**src/rtl/cnn_pkg.sv**
```systemverilog
// Shared constants and types for the input stream mux.
package cnn_pkg;

    localparam int unsigned DATA_W_DEF = 16;  // Q8.8 signed samples
    localparam int unsigned N_CH_DEF   = 3;
    localparam int unsigned SEL_W_DEF  = 2;

    // Source channel indices
    localparam int unsigned CH_CAMERA = 0;
    localparam int unsigned CH_TEST   = 1;
    localparam int unsigned CH_MEM    = 2;

    // Frame tracking state on the input side
    typedef enum logic [0:0] {
        StIdle   = 1'b0,
        StStream = 1'b1
    } mux_state_e;

endpackage

```
**src/rtl/input_stream_mux_if.sv**
```systemverilog
// Stream, select and status signals of the input stream mux.
interface input_stream_mux_if #(
    parameter int unsigned DATA_W = cnn_pkg::DATA_W_DEF,
    parameter int unsigned N_CH   = cnn_pkg::N_CH_DEF,
    parameter int unsigned SEL_W  = cnn_pkg::SEL_W_DEF
);

    logic [N_CH*DATA_W-1:0] in_data;
    logic [N_CH-1:0]        in_valid;
    logic [N_CH-1:0]        in_last;
    logic [N_CH-1:0]        in_ready;
    logic [SEL_W-1:0]       sel_req;
    logic                   sel_update;
    logic [DATA_W-1:0]      out_data;
    logic                   out_valid;
    logic                   out_last;
    logic                   out_ready;
    logic [SEL_W-1:0]       active_sel;
    logic                   busy;
    logic [15:0]            frame_cnt;

    // Mux side
    modport slave (
        input  in_data, in_valid, in_last, sel_req, sel_update, out_ready,
        output in_ready, out_data, out_valid, out_last, active_sel, busy, frame_cnt
    );

    // Environment side: sources, selector and downstream sink
    modport master (
        output in_data, in_valid, in_last, sel_req, sel_update, out_ready,
        input  in_ready, out_data, out_valid, out_last, active_sel, busy, frame_cnt
    );

endinterface

```
**src/rtl/stream_skid_buf.sv**
```systemverilog
// Two-entry registered stream buffer carrying data and last.
// Empty entries are held at zero so the output reads 0 whenever o_valid is low.
module stream_skid_buf #(
    parameter int unsigned DATA_W = 16
) (
    input  logic              clk,
    input  logic              rst_n,
    input  logic              i_valid,
    input  logic [DATA_W-1:0] i_data,
    input  logic              i_last,
    output logic              o_ready,
    output logic              o_valid,
    output logic [DATA_W-1:0] o_data,
    output logic              o_last,
    input  logic              i_ready
);

    logic [1:0]        r_count;
    logic [DATA_W-1:0] r_data0;
    logic [DATA_W-1:0] r_data1;
    logic              r_last0;
    logic              r_last1;

    logic [1:0]        w_count_nxt;
    logic [DATA_W-1:0] w_data0_nxt;
    logic [DATA_W-1:0] w_data1_nxt;
    logic              w_last0_nxt;
    logic              w_last1_nxt;
    logic              w_push;
    logic              w_pop;

    // Handshakes; ready comes from registered occupancy only
    always_comb begin
        o_ready = (r_count != 2'd2);
        o_valid = (r_count != 2'd0);
        o_data  = r_data0;
        o_last  = r_last0;
        w_push  = i_valid && o_ready;
        w_pop   = o_valid && i_ready;
    end

    // Entry 0 is the head; pops shift entry 1 forward and zero the vacated slot
    always_comb begin
        w_count_nxt = r_count;
        w_data0_nxt = r_data0;
        w_data1_nxt = r_data1;
        w_last0_nxt = r_last0;
        w_last1_nxt = r_last1;
        case (r_count)
            2'd0: begin
                if (w_push) begin
                    w_data0_nxt = i_data;
                    w_last0_nxt = i_last;
                    w_count_nxt = 2'd1;
                end
            end
            2'd1: begin
                if (w_push && w_pop) begin
                    w_data0_nxt = i_data;
                    w_last0_nxt = i_last;
                end else if (w_push) begin
                    w_data1_nxt = i_data;
                    w_last1_nxt = i_last;
                    w_count_nxt = 2'd2;
                end else if (w_pop) begin
                    w_data0_nxt = '0;
                    w_last0_nxt = 1'b0;
                    w_count_nxt = 2'd0;
                end
            end
            2'd2: begin
                if (w_pop) begin
                    w_data0_nxt = r_data1;
                    w_last0_nxt = r_last1;
                    w_data1_nxt = '0;
                    w_last1_nxt = 1'b0;
                    w_count_nxt = 2'd1;
                end
            end
            default: begin
                w_count_nxt = 2'd0;
                w_data0_nxt = '0;
                w_data1_nxt = '0;
                w_last0_nxt = 1'b0;
                w_last1_nxt = 1'b0;
            end
        endcase
    end

    // Buffer storage
    always_ff @(posedge clk or negedge rst_n) begin
        if (!rst_n) begin
            r_count <= 2'd0;
            r_data0 <= '0;
            r_data1 <= '0;
            r_last0 <= 1'b0;
            r_last1 <= 1'b0;
        end else begin
            r_count <= w_count_nxt;
            r_data0 <= w_data0_nxt;
            r_data1 <= w_data1_nxt;
            r_last0 <= w_last0_nxt;
            r_last1 <= w_last1_nxt;
        end
    end

endmodule

```
**src/rtl/input_stream_mux.sv**
```systemverilog
// Routes one of N_CH input streams through a 2-entry skid buffer. The source only
// changes between frames; a select request during a frame waits until it closes.
module input_stream_mux
    import cnn_pkg::*;
#(
    parameter int unsigned DATA_W = DATA_W_DEF,
    parameter int unsigned N_CH   = N_CH_DEF,
    parameter int unsigned SEL_W  = SEL_W_DEF
) (
    input logic               clk,
    input logic               rst_n,
    input_stream_mux_if.slave bus_if
);

    mux_state_e        r_state;
    mux_state_e        w_state_nxt;
    logic [SEL_W-1:0]  r_active_sel;
    logic [SEL_W-1:0]  w_active_sel_nxt;
    logic              r_pend_valid;
    logic              w_pend_valid_nxt;
    logic [SEL_W-1:0]  r_pend_sel;
    logic [SEL_W-1:0]  w_pend_sel_nxt;
    logic [15:0]       r_frame_cnt;
    logic              r_ready_en;

    logic [DATA_W-1:0] w_sel_data;
    logic              w_sel_valid;
    logic              w_sel_last;
    logic              w_chan_ok;
    logic              w_buf_ready;
    logic              w_take;
    logic              w_accept;
    logic              w_open;
    logic              w_close;
    logic [DATA_W-1:0] w_out_data;
    logic              w_out_valid;
    logic              w_out_last;

    // Pick the active channel; an out-of-range select leaves everything at zero
    always_comb begin
        w_sel_data  = '0;
        w_sel_valid = 1'b0;
        w_sel_last  = 1'b0;
        w_chan_ok   = 1'b0;
        for (int unsigned k = 0; k < N_CH; k++) begin
            if (r_active_sel == SEL_W'(k)) begin
                w_chan_ok   = 1'b1;
                w_sel_data  = bus_if.in_data[k*DATA_W +: DATA_W];
                w_sel_valid = bus_if.in_valid[k];
                w_sel_last  = bus_if.in_last[k];
            end
        end
    end

    // Acceptance qualifiers and per-channel ready
    always_comb begin
        w_take   = r_ready_en && w_chan_ok && w_buf_ready;
        w_accept = w_sel_valid && w_take;
        w_open   = w_accept && !w_sel_last;
        w_close  = (r_state == StStream) && w_accept && w_sel_last;
        bus_if.in_ready = '0;
        for (int unsigned k = 0; k < N_CH; k++) begin
            bus_if.in_ready[k] = w_take && (r_active_sel == SEL_W'(k));
        end
    end

    stream_skid_buf #(
        .DATA_W (DATA_W)
    ) u_skid (
        .clk     (clk),
        .rst_n   (rst_n),
        .i_valid (w_accept),
        .i_data  (w_sel_data),
        .i_last  (w_sel_last),
        .o_ready (w_buf_ready),
        .o_valid (w_out_valid),
        .o_data  (w_out_data),
        .o_last  (w_out_last),
        .i_ready (bus_if.out_ready)
    );

    // FSM state register
    always_ff @(posedge clk or negedge rst_n) begin
        if (!rst_n) begin
            r_state <= StIdle;
        end else begin
            r_state <= w_state_nxt;
        end
    end

    // FSM next state: a frame opens on a non-last beat and closes on a last beat
    always_comb begin
        w_state_nxt = r_state;
        case (r_state)
            StIdle:   if (w_open) w_state_nxt = StStream;
            StStream: if (w_close) w_state_nxt = StIdle;
            default:  w_state_nxt = StIdle;
        endcase
    end

    // FSM and status outputs
    always_comb begin
        bus_if.busy       = (r_state == StStream);
        bus_if.active_sel = r_active_sel;
        bus_if.frame_cnt  = r_frame_cnt;
        bus_if.out_data   = w_out_data;
        bus_if.out_valid  = w_out_valid;
        bus_if.out_last   = w_out_last;
    end

    // Select update: immediate between frames, otherwise deferred to the closing beat
    always_comb begin
        w_active_sel_nxt = r_active_sel;
        w_pend_valid_nxt = r_pend_valid;
        w_pend_sel_nxt   = r_pend_sel;
        if (w_close) begin
            w_pend_valid_nxt = 1'b0;
            if (bus_if.sel_update) begin
                w_active_sel_nxt = bus_if.sel_req;
            end else if (r_pend_valid) begin
                w_active_sel_nxt = r_pend_sel;
            end
        end else if (bus_if.sel_update) begin
            // A request arriving with the opening beat must not split that frame
            if ((r_state == StIdle) && !w_open) begin
                w_active_sel_nxt = bus_if.sel_req;
                w_pend_valid_nxt = 1'b0;
            end else begin
                w_pend_valid_nxt = 1'b1;
                w_pend_sel_nxt   = bus_if.sel_req;
            end
        end
    end

    // Select, pending request and frame counter registers
    always_ff @(posedge clk or negedge rst_n) begin
        if (!rst_n) begin
            r_active_sel <= '0;
            r_pend_valid <= 1'b0;
            r_pend_sel   <= '0;
            r_frame_cnt  <= 16'd0;
        end else begin
            r_active_sel <= w_active_sel_nxt;
            r_pend_valid <= w_pend_valid_nxt;
            r_pend_sel   <= w_pend_sel_nxt;
            if (w_accept && w_sel_last) begin
                r_frame_cnt <= r_frame_cnt + 16'd1;
            end
        end
    end

    // Holds all in_ready low until the first clock edge after reset release
    always_ff @(posedge clk or negedge rst_n) begin
        if (!rst_n) begin
            r_ready_en <= 1'b0;
        end else begin
            r_ready_en <= 1'b1;
        end
    end

endmodule

```
**src/flat_wrapper.sv**
```systemverilog
// flat-port wrapper written by rule: the top's interface ports become plain ports
module input_stream_mux_flat import cnn_pkg::*;
#(
    parameter int unsigned DATA_W = DATA_W_DEF,
    parameter int unsigned N_CH   = N_CH_DEF,
    parameter int unsigned SEL_W  = SEL_W_DEF
)
  (clk, rst_n, bus_if_in_data, bus_if_in_valid, bus_if_in_last, bus_if_sel_req, bus_if_sel_update, bus_if_out_ready, bus_if_in_ready, bus_if_out_data, bus_if_out_valid, bus_if_out_last, bus_if_active_sel, bus_if_busy, bus_if_frame_cnt);
  input_stream_mux_if #(.DATA_W(DATA_W), .N_CH(N_CH), .SEL_W(SEL_W)) bus_if_i ();
  input logic clk;
  input logic rst_n;
  input wire logic [$bits(bus_if_i.in_data)-1:0] bus_if_in_data;
  input wire logic [$bits(bus_if_i.in_valid)-1:0] bus_if_in_valid;
  input wire logic [$bits(bus_if_i.in_last)-1:0] bus_if_in_last;
  input wire logic [$bits(bus_if_i.sel_req)-1:0] bus_if_sel_req;
  input wire logic [$bits(bus_if_i.sel_update)-1:0] bus_if_sel_update;
  input wire logic [$bits(bus_if_i.out_ready)-1:0] bus_if_out_ready;
  output wire logic [$bits(bus_if_i.in_ready)-1:0] bus_if_in_ready;
  output wire logic [$bits(bus_if_i.out_data)-1:0] bus_if_out_data;
  output wire logic [$bits(bus_if_i.out_valid)-1:0] bus_if_out_valid;
  output wire logic [$bits(bus_if_i.out_last)-1:0] bus_if_out_last;
  output wire logic [$bits(bus_if_i.active_sel)-1:0] bus_if_active_sel;
  output wire logic [$bits(bus_if_i.busy)-1:0] bus_if_busy;
  output wire logic [$bits(bus_if_i.frame_cnt)-1:0] bus_if_frame_cnt;
  assign bus_if_i.in_data = bus_if_in_data;
  assign bus_if_i.in_valid = bus_if_in_valid;
  assign bus_if_i.in_last = bus_if_in_last;
  assign bus_if_i.sel_req = bus_if_sel_req;
  assign bus_if_i.sel_update = bus_if_sel_update;
  assign bus_if_i.out_ready = bus_if_out_ready;
  assign bus_if_in_ready = bus_if_i.in_ready;
  assign bus_if_out_data = bus_if_i.out_data;
  assign bus_if_out_valid = bus_if_i.out_valid;
  assign bus_if_out_last = bus_if_i.out_last;
  assign bus_if_active_sel = bus_if_i.active_sel;
  assign bus_if_busy = bus_if_i.busy;
  assign bus_if_frame_cnt = bus_if_i.frame_cnt;
  input_stream_mux #(.DATA_W(DATA_W), .N_CH(N_CH), .SEL_W(SEL_W)) u_core (.clk(clk), .rst_n(rst_n), .bus_if(bus_if_i));
endmodule
```
**config.mk**
```make
export PLATFORM = sky130hd
export DESIGN_NAME = input_stream_mux_flat
export DESIGN_NICKNAME = d
export VERILOG_FILES = /design/src/rtl/cnn_pkg.sv /design/src/rtl/input_stream_mux_if.sv /design/src/rtl/stream_skid_buf.sv /design/src/rtl/input_stream_mux.sv /design/src/flat_wrapper.sv
export SDC_FILE = /design/constraint.sdc
export NUM_CORES = 1
export LEC_CHECK = 0
export ABC_AREA = 1
export CORE_ASPECT_RATIO = 0.8
export CORE_MARGIN = 2
export CORE_UTILIZATION = 48
export DETAILED_ROUTE_END_ITERATION = 10
export GPL_TIMING_DRIVEN = 1
export PLACE_DENSITY = 0.81
export SLEW_MARGIN = 20
export SYNTH_ARGS = -nofsm -noshare
export SYNTH_HDL_FRONTEND = slang
export SYNTH_SLANG_ARGS = --single-unit
```
**constraint.sdc**
```tcl
create_clock -name clk -period 2 [get_ports clk]
set_clock_uncertainty 0.2 [all_clocks]
set_input_delay 0.4 -clock clk [delete_from_list [all_inputs] [get_ports clk]]
set_output_delay 0.4 -clock clk [all_outputs]
set_load 0.005 [all_outputs]
```
======== Word-level counts from Yosys, hierarchy flattened ========
Index checks and enable logic that the tools add are counted.
word-level totals
  flip-flop bits (word level) ............. 59
  bits in latches ......................... 0
  bits in writable memories ............... 0
  ROM bits ................................ 0
  bits of input ports ..................... 60
  output and inout port bits .............. 40
  word-level logic and storage cells ...... 100
  memories ................................ 0
cells by class
  $add $sub $neg .......................... 1
  multiply operators ...................... 0
  divide/modulo/power cells ............... 0
  magnitude comparators ................... 0
  equal/unequal tests ..................... 12
  shift operators ......................... 0
  mux-type cells .......................... 45
  bitwise gates (word level) .............. 4
  reduce and logical (&&, ||, !) cells .... 27
operator list
  operator                                                                number
  16-bit 2-to-1 mux                                                       9
  16-bit case mux with 3 select lines                                     2
  1-bit 2-to-1 mux                                                        20
  2-bit 2-to-1 mux                                                        10
  16-bit by 1-bit adder with 16-bit output (second input constant)        1
  1-bit logical AND                                                       14
  4-bit AND reduction                                                     3
  2-bit != test (second input constant)                                   5
  3-bit != test (second input constant)                                   3
  2-bit nonzero test                                                      4
  1-bit case mux with 3 select lines                                      2
  2-bit case mux with 3 select lines                                      1
  3-bit AND reduction                                                     2
  2-bit by 1-bit equality test with 1-bit output (second input constant)  2
  2-bit equality test (second input constant)                             2
  2-bit zero test                                                         2
  1-bit inverter                                                          4
  1-bit zero test                                                         2
  1-bit case mux with 2 select lines                                      1

======== Longest topological paths before layout ========
  word-level depth ........................ 13
  mapped depth ............................ 11
  depth with buffers taken out ............ 10

======== By module ========
Synthesis repeated with hierarchy kept, for this count alone.
unflattened totals
  cells, all modules ...................... 523
  area, all modules ....................... 3672.3 um^2
modules (own cells, without submodules)
  module            times used  cells each  area an instance (um^2)  sequential area each (um^2)
  stream_skid_buf   1           272         1929.4                   900.9
  input_stream_mux  1           251         1742.9                   575.6

======== Worst setup path before layout ========
Ideal clock, no wire load.
  path kind ............................... reg-to-reg
  from .................................... register u_core.r_active_sel[0], in the netlist u_core.bus_if.active_sel[0]
  to ...................................... register u_core.u_skid.r_data1[10]
  setup time .............................. 120 ps
  arrival time ............................ 1427 ps
  data required time ...................... 1680 ps
  setup slack ............................. 253 ps
  stages on the path, launching flop included .. 11
  path buffers ............................ 2
  clock period less this slack ............ 1747 ps
  path through ............................ dfrtp_1 buf_4 nand2_1 nand2_2 nor2_8 nand2_4 nand2_4 nand2_4 clkbuf_2 o21ai_0 nand2_1
between the ends
  cells in the longest elaborated chain, start to end .. 11
  elaborated cells between the ends (all ways) .. 23
  those cells by class .................... eq/ne: 4; mux: 12; reduce/logical: 7
RTL lines
  element                          line                     source
  from (decl)                      input_stream_mux.sv:17   logic [SEL_W-1:0] r_active_sel;
  from (signal assigned)           input_stream_mux.sv:143  r_active_sel <= w_active_sel_nxt;
  2-bit zero test                  input_stream_mux.sv:46   if (r_active_sel == SEL_W'(k)) begin
  1-bit 2-to-1 mux (3 in series)   input_stream_mux.sv:46
  1-bit logical AND (2 in series)  input_stream_mux.sv:57   w_take = r_ready_en && w_chan_ok && w_buf_ready;
  1-bit logical AND                input_stream_mux.sv:58   w_accept = w_sel_valid && w_take;
  1-bit logical AND                stream_skid_buf.sv:38    w_push = i_valid && o_ready;
  1-bit logical AND                stream_skid_buf.sv:58    if (w_push && w_pop) begin
  2-bit != test (no line)          -
  4-bit AND reduction (no line)    -
  to (signal assigned)             stream_skid_buf.sv:101   r_data1 <= w_data1_nxt;
  to (decl)                        stream_skid_buf.sv:20    logic [DATA_W-1:0] r_data1;
Parallel ways exist; a longest one is shown, timed or not. The select of a mux whose other input is x is not followed.
A chain may end at the register's enable or synchronous reset.

======== Worst setup path in the final report ========
  from .................................... register u_core.u_skid.r_count[1]
  to ...................................... register u_core.u_skid.r_data0[13], in the netlist u_core.u_skid.o_data[13]
between the ends
  cells in the longest elaborated chain, start to end .. 7
  elaborated cells between the ends (all ways) .. 17
  those cells by class .................... eq/ne: 7; mux: 2; reduce/logical: 8
RTL lines
  element                                                                               line                    source
  from (decl)                                                                           stream_skid_buf.sv:18   logic [1:0] r_count;
  from (signal assigned)                                                                stream_skid_buf.sv:99   r_count <= w_count_nxt;
  2-bit != test                                                                         stream_skid_buf.sv:34   o_ready = (r_count != 2'd2);
  1-bit logical AND                                                                     input_stream_mux.sv:57
  1-bit logical AND                                                                     input_stream_mux.sv:58
  1-bit logical AND                                                                     stream_skid_buf.sv:38
  1-bit logical AND                                                                     stream_skid_buf.sv:58
  3-bit != test (no line) or 16-bit 2-to-1 mux (tied branches)                          -
  4-bit AND reduction (no line) or 16-bit case mux with 3 select lines (tied branches)  -
  to (signal assigned)                                                                  stream_skid_buf.sv:100  r_data0 <= w_data0_nxt;
  to (decl)                                                                             stream_skid_buf.sv:19   logic [DATA_W-1:0] r_data0;
Parallel ways exist; a longest one is shown, timed or not.

==> flow_metrics.env <==
export IMPL_synthTopCellsByArea="dfrtp_1, nand2_1, nand3_1"
export IMPL_status="finished clean"
export IMPL_grt_pass1_wl_um=16100
export IMPL_die_h_um=78.9
export IMPL_final_max_slew_viol_count=0
export IMPL_worstSetupStartpoint="u_core.u_skid.r_count[1]$_DFFE_PN0P_"
export IMPL_vias=3588
export IMPL_cp_num_buf_inv=3
export IMPL_reg2reg_from="u_core.u_skid.r_count[1]$_DFFE_PN0P_"
export IMPL_ant_nets=0
export IMPL_synth_cell_area_um2=3370
export IMPL_antenna_found_initial=0
export IMPL_multiInputGateArea_um2=1750
export IMPL_rows=27
export IMPL_clk_latency_ns=0.34
export IMPL_cts_sinks=59
export IMPL_synth_xor_area_frac=0.0390
export IMPL_clockBufferDepth=2
export IMPL_cts_root_buf="clkbuf_8"
export IMPL_min_from="u_core.r_pend_sel[1]$_DFFE_PN0P_"
export IMPL_vdd_drop_max_mv=0.690
export IMPL_yosys_warnings=0
export IMPL_timing_final_crit_share=0.998
export IMPL_diodes=0
export IMPL_dpl_hpwl_um=6840
export IMPL_cts_max_level=3
export IMPL_wl_per_cell_um=14.4
export IMPL_yosysSeqAreaShare=0.439
export IMPL_yosysMostFrequentCell="nand2_1"
export IMPL_drtPass1Iterations=5
export IMPL_final_setup_tns_ns=0
export IMPL_die_x_um=97.6
export IMPL_gp_congestion=0.928
export IMPL_grt_max_degree=60
export IMPL_cp_arrival_ns=2.08
export IMPL_synth_edf_count=0
export IMPL_crit_path_end_kind="flop"
export IMPL_die_area_um2=7700
export IMPL_area_growth_pct=49.6
export IMPL_cpMaxStageDelayCell="dfrtp_1"
export IMPL_slowest_delay_ns=0.41
export IMPL_cts_tree="yes"
export IMPL_rsz0062_at_grt="true"
export IMPL_hold_violations=0
export IMPL_fin_nets=659
export IMPL_critPathLaunchType="flop"
export IMPL_crit_path_max_fanout=24
export IMPL_powerDensity_nw_per_um2=1370
export IMPL_crit_required_ns=2.09
export IMPL_drive_gt1_frac=0.172
export IMPL_drtIter0Drc=247
export IMPL_synth_top_family_by_area="simple AND/OR/NAND/NOR gates"
export IMPL_hold_path_class="reg2reg"
export IMPL_synth_nets=521
export IMPL_postSynthAreaPerCell_um2=7.32
export IMPL_route_detailed_drc=0
export IMPL_ys_ff_latch=59
export IMPL_synth_fa_ha_area_frac=0.00372
export IMPL_pin_count=100
export IMPL_grt_pass1_vias=3439
export IMPL_synthMuxAreaShare=0
export IMPL_grt_util_all_layers=0.260
export IMPL_crit_family="simple AND/OR/NAND/NOR gates"
export IMPL_yosys_area_top_type="dfrtp_1"
export IMPL_period_needed_ns=2.00
export IMPL_grt_overflow_total=0
export IMPL_yosys_area_share_simple=0.393
export IMPL_synth_compound_area_frac=0.0587
export IMPL_portBuffers=99
export IMPL_seq_area_um2=1480
export IMPL_synth_common_cells="nand2_1, dfrtp_1, nand3_1"
export IMPL_yosys_area_top_type_share=0.439
export IMPL_initial_core_util=0.493
export IMPL_fmax_mhz=501
export IMPL_cts_inserted_buffers=9
export IMPL_leakage_nw=2.48
export IMPL_synthArstFlopShare=1.00
export IMPL_drv_cap=0
export IMPL_critPathKind="reg2reg"
export IMPL_fin_util=0.738
export IMPL_fillers=501
export IMPL_yosysUniqueCellTypes=32
export IMPL_clkTransAtPathRegs_ns=0.07
export IMPL_avgViaCountPerCell=5.20
export IMPL_syn_instance_count=460
export IMPL_core_um2=6820
export IMPL_crit_path_frequent_cell="nand2_1"
export IMPL_ys_flop_type="dfrtp_1"
export IMPL_path_cells="buf_4, inv_1, nand2_1, nor2_1, nand3_2, nand2_4, buf_12, nand2_1, nand2_1, nand2_1, nand2_1"
export IMPL_setup_viol=0
export IMPL_finalWirelength_um=9910
==> final cells by class <==
cell class / instances / share of cell area
inverter: 30 / 0.0253
sequential: 59 / 0.294
tap: 87 / 0.0216
multi-input combinational: 358 / 0.348
clock inverter: 4 / 0.0144
timing repair buffer: 140 / 0.266
clock buffer: 12 / 0.0308
==> state kept, by name (all words and copies together) (netlist names), 2 cells and up <==
register and count:
u_core.bus_if.active_sel 2, u_core.u_skid.o_data 16, u_core.bus_if.frame_cnt 16, u_core.r_pend_sel 2, u_core.u_skid.r_data1 16, u_core.u_skid.r_count 2
==> worst register-to-register path, delay by kind of cell (launching register included) <==
kind / cells / cell delay [ns]
buffers and inverters: 3 / 0.50
DFF: 1 / 0.41
and+or+nand+nor: 8 / 0.86
==> layer usage <==
metal	part of all wire	global-route usage	wire length (um)	vias up
li1	-	-	-	1737
met4	0.017	0.0806	167	0
met1	0.42	0.346	4200	1664
met5	0	0	0	-
met3	0.087	0.0625	866	20
met2	0.47	0.425	4670	167
==> repair_timing <==
item | CTS | global route
resized for setup | 22 | 43
endpoints found under the hold margin | 59 | 0
pin swaps | 2 | 8
buffers inserted | 7 | 2
hold buffers | 1 | 0
endpoints found under the setup margin | 6 | 56
cloned | 0 | 1
==> cell usage in the layout (no fill, tap or decap), types with 5 or more instances in the layout <==
| cell type | count |
|---|---|
| nand2_2 | 10 |
| o21ai_1 | 15 |
| nor3_1 | 7 |
| dfrtp_1 | 57 |
| a21oi_1 | 6 |
| xnor2_1 | 7 |
| xor2_1 | 8 |
| o22ai_1 | 5 |
| nand3_2 | 8 |
| buf_4 | 29 |
| nand3_1 | 41 |
| clkbuf_8 | 11 |
| nor2_1 | 24 |
| buf_6 | 8 |
| o21ai_0 | 9 |
| clkdlybuf4s50_1 | 92 |
| inv_1 | 21 |
| nand2_1 | 198 |
==> path summary, 6_finish.rpt <==
path                                                          endpoint  slack (ns)  depth (start not counted)
worst max-delay path              u_core.u_skid.o_data[13]$_DFFE_PN0P_       0.004                         11
worst min-delay path                  u_core.r_pend_sel[1]$_DFFE_PN0P_        0.28                          2
worst max register to register    u_core.u_skid.o_data[13]$_DFFE_PN0P_       0.004                         11
worst min register to register        u_core.r_pend_sel[1]$_DFFE_PN0P_        0.28                          2
max in group asynchronous       u_core.bus_if.frame_cnt[9]$_DFFE_PN0P_        0.94                          3
min in group asynchronous         u_core.u_skid.o_data[12]$_DFFE_PN0P_        0.38                          3
==> kinds of logic after synthesis <==
kind of cell	after synthesis
buf+inv	44
flops	59
fa+ha+maj	1
simple gates	304
other cells	1
xor+xnor	15
compound gates	36
==> power breakdown <==
| part | total [mW] | internal (mW) | leakage (nW) | switching, mW |
|---|---|---|---|---|
| combinational | 3.81 | 1.70 | 1.61 | 2.11 |
| sequential | 1.84 | 1.58 | 0.760 | 0.265 |
| clock | 1.25 | 0.768 | 0.113 | 0.486 |
| total | 6.90 | 4.05 | 2.48 | 2.86 |
==> through the flow <==
step | setup WS, ns | cells | hold WS [ns] | area, um2 | power (mW)
final | 0.00365 | 690 | 0.279 | 5030 | 6.90
after global routing | -0.0842 | 690 | 0.303 | 5030 | 7.38
after CTS | -0.0367 | 687 | 0.278 | 4930 | 6.67
after detailed placement | -0.0940 | 663 | 0.227 | 4630 | 5.30
after global placement | -0.0651 | 663 | 0.227 | 4630 | 5.19
after floorplan | 0.253 | 460 | -0.0956 | 3370 | 3.74
Note: power is estimated with default switching activity, not from simulation.
